**src/rtl/fixed_to_bcd.sv**
```systemverilog
// Converts a Q18.14 two's-complement value into sign + BCD digits for the display driver.
// Integer part via 18-step double-dabble, fraction via repeated multiply-by-10 with truncation.
module fixed_to_bcd #(
    parameter int FRAC_DIGITS = 4
) (
    input  logic                     clk,
    input  logic                     rst_n,
    input  logic                     start,
    input  logic signed [31:0]       value,
    input  logic                     err_in,
    output logic                     busy,
    output logic                     done,
    output logic                     sign,
    output logic [23:0]              int_bcd,
    output logic [4*FRAC_DIGITS-1:0] frac_bcd,
    output logic                     error
);

    localparam int FW = 4 * FRAC_DIGITS;

    typedef enum logic [1:0] {IDLE, INT, FRAC, FIN} state_t;

    state_t         state;
    logic [4:0]     cnt;
    logic           err_q;
    logic           sign_q;
    logic [17:0]    int_sh;
    logic [13:0]    frac_q;
    logic [23:0]    bcd_acc;
    logic [FW-1:0]  frac_acc;
    logic [31:0]    mag;
    logic [17:0]    prod;
    logic           accept;

    function automatic logic [23:0] dabble_adjust(input logic [23:0] b);
        logic [23:0] r;
        r = b;
        for (int i = 0; i < 6; i++) begin
            if (b[4*i +: 4] >= 4'd5)
                r[4*i +: 4] = b[4*i +: 4] + 4'd3;
        end
        return r;
    endfunction

    function automatic logic [17:0] times_ten(input logic [13:0] f);
        logic [17:0] fe;
        fe = {4'b0000, f};
        return (fe << 3) + (fe << 1);
    endfunction

    // The cycle in which done is high is still IDLE, but a start there must be dropped.
    assign accept = (state == IDLE) && start && !done;
    assign mag    = value[31] ? $unsigned(-value) : $unsigned(value);
    assign prod   = times_ten(frac_q);

    always_ff @(posedge clk or negedge rst_n) begin
        if (!rst_n) begin
            state    <= IDLE;
            cnt      <= '0;
            err_q    <= 1'b0;
            sign_q   <= 1'b0;
            busy     <= 1'b0;
            done     <= 1'b0;
            sign     <= 1'b0;
            error    <= 1'b0;
            int_bcd  <= '0;
            frac_bcd <= '0;
        end else begin
            done <= 1'b0;
            case (state)
                IDLE: begin
                    if (accept) begin
                        err_q  <= err_in;
                        sign_q <= err_in ? 1'b0 : value[31];
                        busy   <= 1'b1;
                        cnt    <= '0;
                        state  <= err_in ? FIN : INT;
                    end
                end
                INT: begin
                    if (cnt == 5'd17) begin
                        cnt   <= '0;
                        state <= FRAC;
                    end else begin
                        cnt <= cnt + 5'd1;
                    end
                end
                FRAC: begin
                    if (cnt == 5'(FRAC_DIGITS - 1)) begin
                        cnt   <= '0;
                        state <= FIN;
                    end else begin
                        cnt <= cnt + 5'd1;
                    end
                end
                FIN: begin
                    done     <= 1'b1;
                    busy     <= 1'b0;
                    error    <= err_q;
                    sign     <= sign_q;
                    int_bcd  <= err_q ? '0 : bcd_acc;
                    frac_bcd <= err_q ? '0 : frac_acc;
                    state    <= IDLE;
                end
                default: state <= IDLE;
            endcase
        end
    end

    // Datapath registers: loaded on accept, no reset needed since FIN masks or overwrites them.
    always_ff @(posedge clk) begin
        case (state)
            IDLE: begin
                if (accept) begin
                    int_sh   <= mag[31:14];
                    frac_q   <= mag[13:0];
                    bcd_acc  <= '0;
                    frac_acc <= '0;
                end
            end
            INT: begin
                {bcd_acc, int_sh} <= {dabble_adjust(bcd_acc), int_sh} << 1;
            end
            FRAC: begin
                frac_acc <= (frac_acc << 4) | FW'(prod[17:14]);
                frac_q   <= prod[13:0];
            end
            default: ;
        endcase
    end

endmodule

```
**config.mk**
```make
export PLATFORM = sky130hd
export DESIGN_NAME = fixed_to_bcd
export DESIGN_NICKNAME = d
export VERILOG_FILES = /design/src/rtl/fixed_to_bcd.sv
export SDC_FILE = /design/constraint.sdc
export NUM_CORES = 1
export LEC_CHECK = 0
export CAP_MARGIN = 10
export CELL_PAD_IN_SITES_DETAIL_PLACEMENT = 0
export CELL_PAD_IN_SITES_GLOBAL_PLACEMENT = 2
export CORE_MARGIN = 2
export CORE_UTILIZATION = 36
export DETAILED_ROUTE_END_ITERATION = 16
export GPL_TIMING_DRIVEN = 0
export MAX_ROUTING_LAYER = met4
export PLACE_DENSITY = 0.83
export SLEW_MARGIN = 20
export SYNTH_ARGS = -nofsm -noshare
export SYNTH_HDL_FRONTEND = slang
export SYNTH_SLANG_ARGS = --single-unit
```
**constraint.sdc**
```tcl
create_clock -name clk -period 5.5 [get_ports clk]
set_input_delay 0.825 -clock clk [delete_from_list [all_inputs] [get_ports clk]]
set_output_delay 0.825 -clock clk [all_outputs]
set_load 0.05 [all_outputs]
```
==> key figures <==
Outcome
  • Result of the run: completed

Timing
  • Final period utilization: approximately 55%
  • RSZ-0062 raised after global routing: no
  • Worst hold slack: 451 ps
  • Final Hold Viols: 0
  • Maximum frequency from static timing analysis: between 300 and 400 MHz
  • Number of setup violations in the final report: 0
  • Max Slew Vio Count: 0
  • Worst max-slew margin expressed relative to the limit: 48.2%
  • Final clock skew: 8.80 ps
  • Tightest Pin Transition: 774 ps
  • Post-layout minimum cycle time: slightly above 3000 ps

Place
  • Placed cell count: ~1000
  • Count of buffers inserted at the top-level ports: 78
  • RePlAce Congestion: around 0.84
  • Placed wire-length estimate after detailed placement: 11.4 mm

Clocking
  • Count of H-tree levels built during CTS: 4
  • Skew-Pair Late Insertion Delay: 420 ps
  • Root buf cell: sky130_fd_sc_hd__clkbuf_16
  • Clock transition at the registers of the reported paths: about 50 ps
  • Clock buffers created by TritonCTS: 17
  • Clk buf depth: 2
  • Post-CTS setup-driven buffer insertion count: 0
  • Clock tree from TritonCTS: built
  • Number of clock sinks seen by CTS: approximately 130
  • CTS hold repair buffers: 0
  • Resized cells post-CTS: 0

Synthesis
  • Count of flip-flops with a built-in enable after synthesis: just over 70
  • Area of the mapped netlist: 6890 um^2
  • Share of synthesized area occupied by flip-flops and latches: 50.6%
  • Flip-flop cell with the highest count after synthesis: sky130_fd_sc_hd__edfxtp_1
  • Average instance area after synthesis: 10.1 um^2
  • Flip-flop and latch count after synthesis: between 100 and 150
  • Syn Inst Count: just under 700
  • Syn. warnings: 0
  • Post-synthesis cell type count: 57
  • Post-synth ARST share: ~42%
  • Total nets after synthesis: 750

Worst setup path
  • WP data required: approximately 5600 ps
  • Capturing point of the worst reg2reg path: int_sh[2]
  • Worst-path maximum fanout: 22
  • Crit path launch: state[1]
  • Worst R2R Setup Slack: 2450 ps
  • Critical path class: reg -> reg
  • Endpoint of the worst setup timing path: int_sh[2]
  • Critical Path Source Type: flip-flop
  • Number of cells on the worst reg-to-reg path: 7
  • CP Data Arrival Time: 3160 ps
  • Crit path capture type: flip-flop
  • FF-to-FF Start: state[1]

Global routing
  • Initial antenna violation count: 0
  • Global-route wire length before repair: 25.4 mm
  • GRT Residual Overflow: 0
  • Total global routing track utilization: ~16%
  • Maximum number of pins on one net before global-route repair: 54
  • Via count of the first global-routing pass: 5279

Detailed routing
  • Detail-routed net length per standard cell: ~15 um
  • Drt drc: 0
  • Number of DRC violations after detailed-routing iteration 0: approximately 280
  • Iteration count of the initial detailed-routing pass: 4
  • Count of antenna-violating nets left after detailed routing: 0
  • Routed wire length: 15.4 mm
  • Detailed-route vias per instance: around 5
  • Number of vias after detailed routing: 5193

Cells and area
  • Antenna Cells: 0
  • P&R area growth vs syn: 25.3%
  • Final Core Density: 46.0%
  • Non-filler instance count after layout: about 1000
  • Fraction of final layout cells with drive strength greater than 1: 7.69%
  • Nets: between 800 and 900
  • Number of fill cells: roughly 1800

Power and ir drop
  • PwrDens: 646 nW/um^2
  • Maximum VDD drop: 268 uV
  • Total leakage power: between 3 and 4 nW

Flow run
  • Number of max-cap violations: 0

Floorplan
  • Die Wd: ~140 um
  • Initial standard-cell utilization of the core: between 30% and 40%
  • Floorplan Core Area: between 15000 and 20000 um^2
  • Die height: roughly 140 um
  • Die area: just over 20000 um^2
  • I/O Pins: 80
  • Number of core rows: 50

Hold path
  • Type of the most critical hold path: in -> async
-- sequential cells by signal, summed over array words and instances, names as in the netlist --
signal    count
frac_bcd     16
bcd_acc      24
frac_acc     16
sign_q        1
err_q         1
done          1
int_sh       18
state         2
int_bcd      24
sign          1
busy          1
frac_q       14
cnt           5
error         1
-- final cells by class --
class	count	area (um^2)	share of cell area [%]
inverters	64	240	2.78
clock inverters	11	143	1.65
clock buffers	21	450	5.22
flip-flops and latches	125	3490	40.4
repair buffers	80	833	9.65
plain buffers	29	125	1.45
well taps	234	293	3.39
multi-input cells	463	3060	35.4
-- metrics by stage --
step           setup slack [ps]  instance area, um^2  TNS (ps)  total power, mW
6_report                   2450                 8630         0             5.58
5_1_grt                    2190                 8630         0             5.98
4_1_cts                    2390                 8630         0             5.64
3_5_place_dp               2150                 8040         0             4.48
3_3_place_gp              -1210                 7960    -50460             4.37
2_1_floorplan               688                 6890         0             3.66
-- power breakdown --
group          switching (mW)  internal (mW)
Sequential              0.252           1.57
Clock                   0.406          0.722
Combinational            1.66          0.965
-- worst max-delay path, cell delays in order (launching register included) --
cell and delay (ps):
sky130_fd_sc_hd__dfrtp_1 410, sky130_fd_sc_hd__inv_1 110, sky130_fd_sc_hd__ha_1 150, sky130_fd_sc_hd__clkbuf_1 350, sky130_fd_sc_hd__clkinv_1 370, sky130_fd_sc_hd__clkbuf_1 380, sky130_fd_sc_hd__o21ai_4 700, sky130_fd_sc_hd__buf_16 250
-- synthesized netlist by cell type (all sizes together), types with 2 or more instances --
cell     n  area share (%)
a211oi   8            0.87
a21o     5            0.54
a21oi   31             2.3
a22o     4            0.51
a31o     2            0.25
a31oi    2            0.18
and2    14             1.3
and3     3            0.27
buf      5            0.51
clkbuf  24             1.3
dfrtp   53              19
edfxtp  72              31
ha      32             5.8
inv     63             3.4
mux2     5            0.82
mux2i    5            0.73
nand2   90             4.9
nand2b  11             1.1
nand3    6            0.51
nand3b   2            0.22
nand4    5            0.45
nor2    36             2.0
nor2b   11             1.0
nor3    12            0.87
nor3b    2            0.29
nor4     6            0.76
o21a     2            0.22
o21ai   57             4.1
o22ai   25             2.3
o31a     2            0.25
o31ai   14             1.9
o41ai    9             1.9
or3      7            0.64
or4      3            0.38
xnor2   18             2.3
xor2    26             3.3
-- worst min path at each step --
stage                 start      endpoint  cells after the start
2_1_floorplan  frac_acc[12]  frac_bcd[12]                      2
3_3_place_gp   frac_acc[12]  frac_bcd[12]                      2
3_5_place_dp   frac_acc[15]  frac_bcd[15]                      2
4_1_cts               rst_n   int_bcd[15]                      1
5_1_grt        frac_acc[12]  frac_bcd[12]                      2
6_report              rst_n   int_bcd[15]                      1
-- logic make-up after synthesis --
group                    share of synthesized area, %
AND/OR/NAND/NOR                                  15.2
AO/OA/AOI/OAI                                    15.7
flip-flops                                       50.6
buffers and inverters                            5.30
XOR/XNOR                                         5.59
adder cells (fa/ha/maj)                          6.10
multiplexers                                     1.54
-- metal layers --
layer	track usage [%]	share of wire (%)	up-vias
met2	26.0	46	109
met1	20.9	49	2466
met5	-	0	-
met3	3.03	3.0	20
met4	5.32	1.4	0
li1	-	-	2598
-- cell usage in the layout (no fill, tap or decap), types with 7 or more instances in the layout --
| cell type | n |
|---|---|
| sky130_fd_sc_hd__nor3_1 | 12 |
| sky130_fd_sc_hd__inv_1 | 63 |
| sky130_fd_sc_hd__clkbuf_1 | 27 |
| sky130_fd_sc_hd__nand2_1 | 89 |
| sky130_fd_sc_hd__a211oi_1 | 8 |
| sky130_fd_sc_hd__xnor2_1 | 18 |
| sky130_fd_sc_hd__o22ai_1 | 25 |
| sky130_fd_sc_hd__clkdlybuf4s50_1 | 77 |
| sky130_fd_sc_hd__and2_1 | 14 |
| sky130_fd_sc_hd__nor2b_1 | 11 |
| sky130_fd_sc_hd__clkbuf_16 | 17 |
| sky130_fd_sc_hd__edfxtp_1 | 72 |
| sky130_fd_sc_hd__o31ai_1 | 11 |
| sky130_fd_sc_hd__o21ai_1 | 9 |
| sky130_fd_sc_hd__a21oi_1 | 31 |
| sky130_fd_sc_hd__ha_1 | 32 |
| sky130_fd_sc_hd__xor2_1 | 26 |
| sky130_fd_sc_hd__dfrtp_1 | 53 |
| sky130_fd_sc_hd__nand2b_1 | 10 |
| sky130_fd_sc_hd__or3_1 | 7 |
| sky130_fd_sc_hd__o41ai_2 | 7 |
| sky130_fd_sc_hd__o21ai_0 | 46 |
| sky130_fd_sc_hd__nor2_1 | 36 |
No activity file was read; power rests on OpenSTA's default activity.
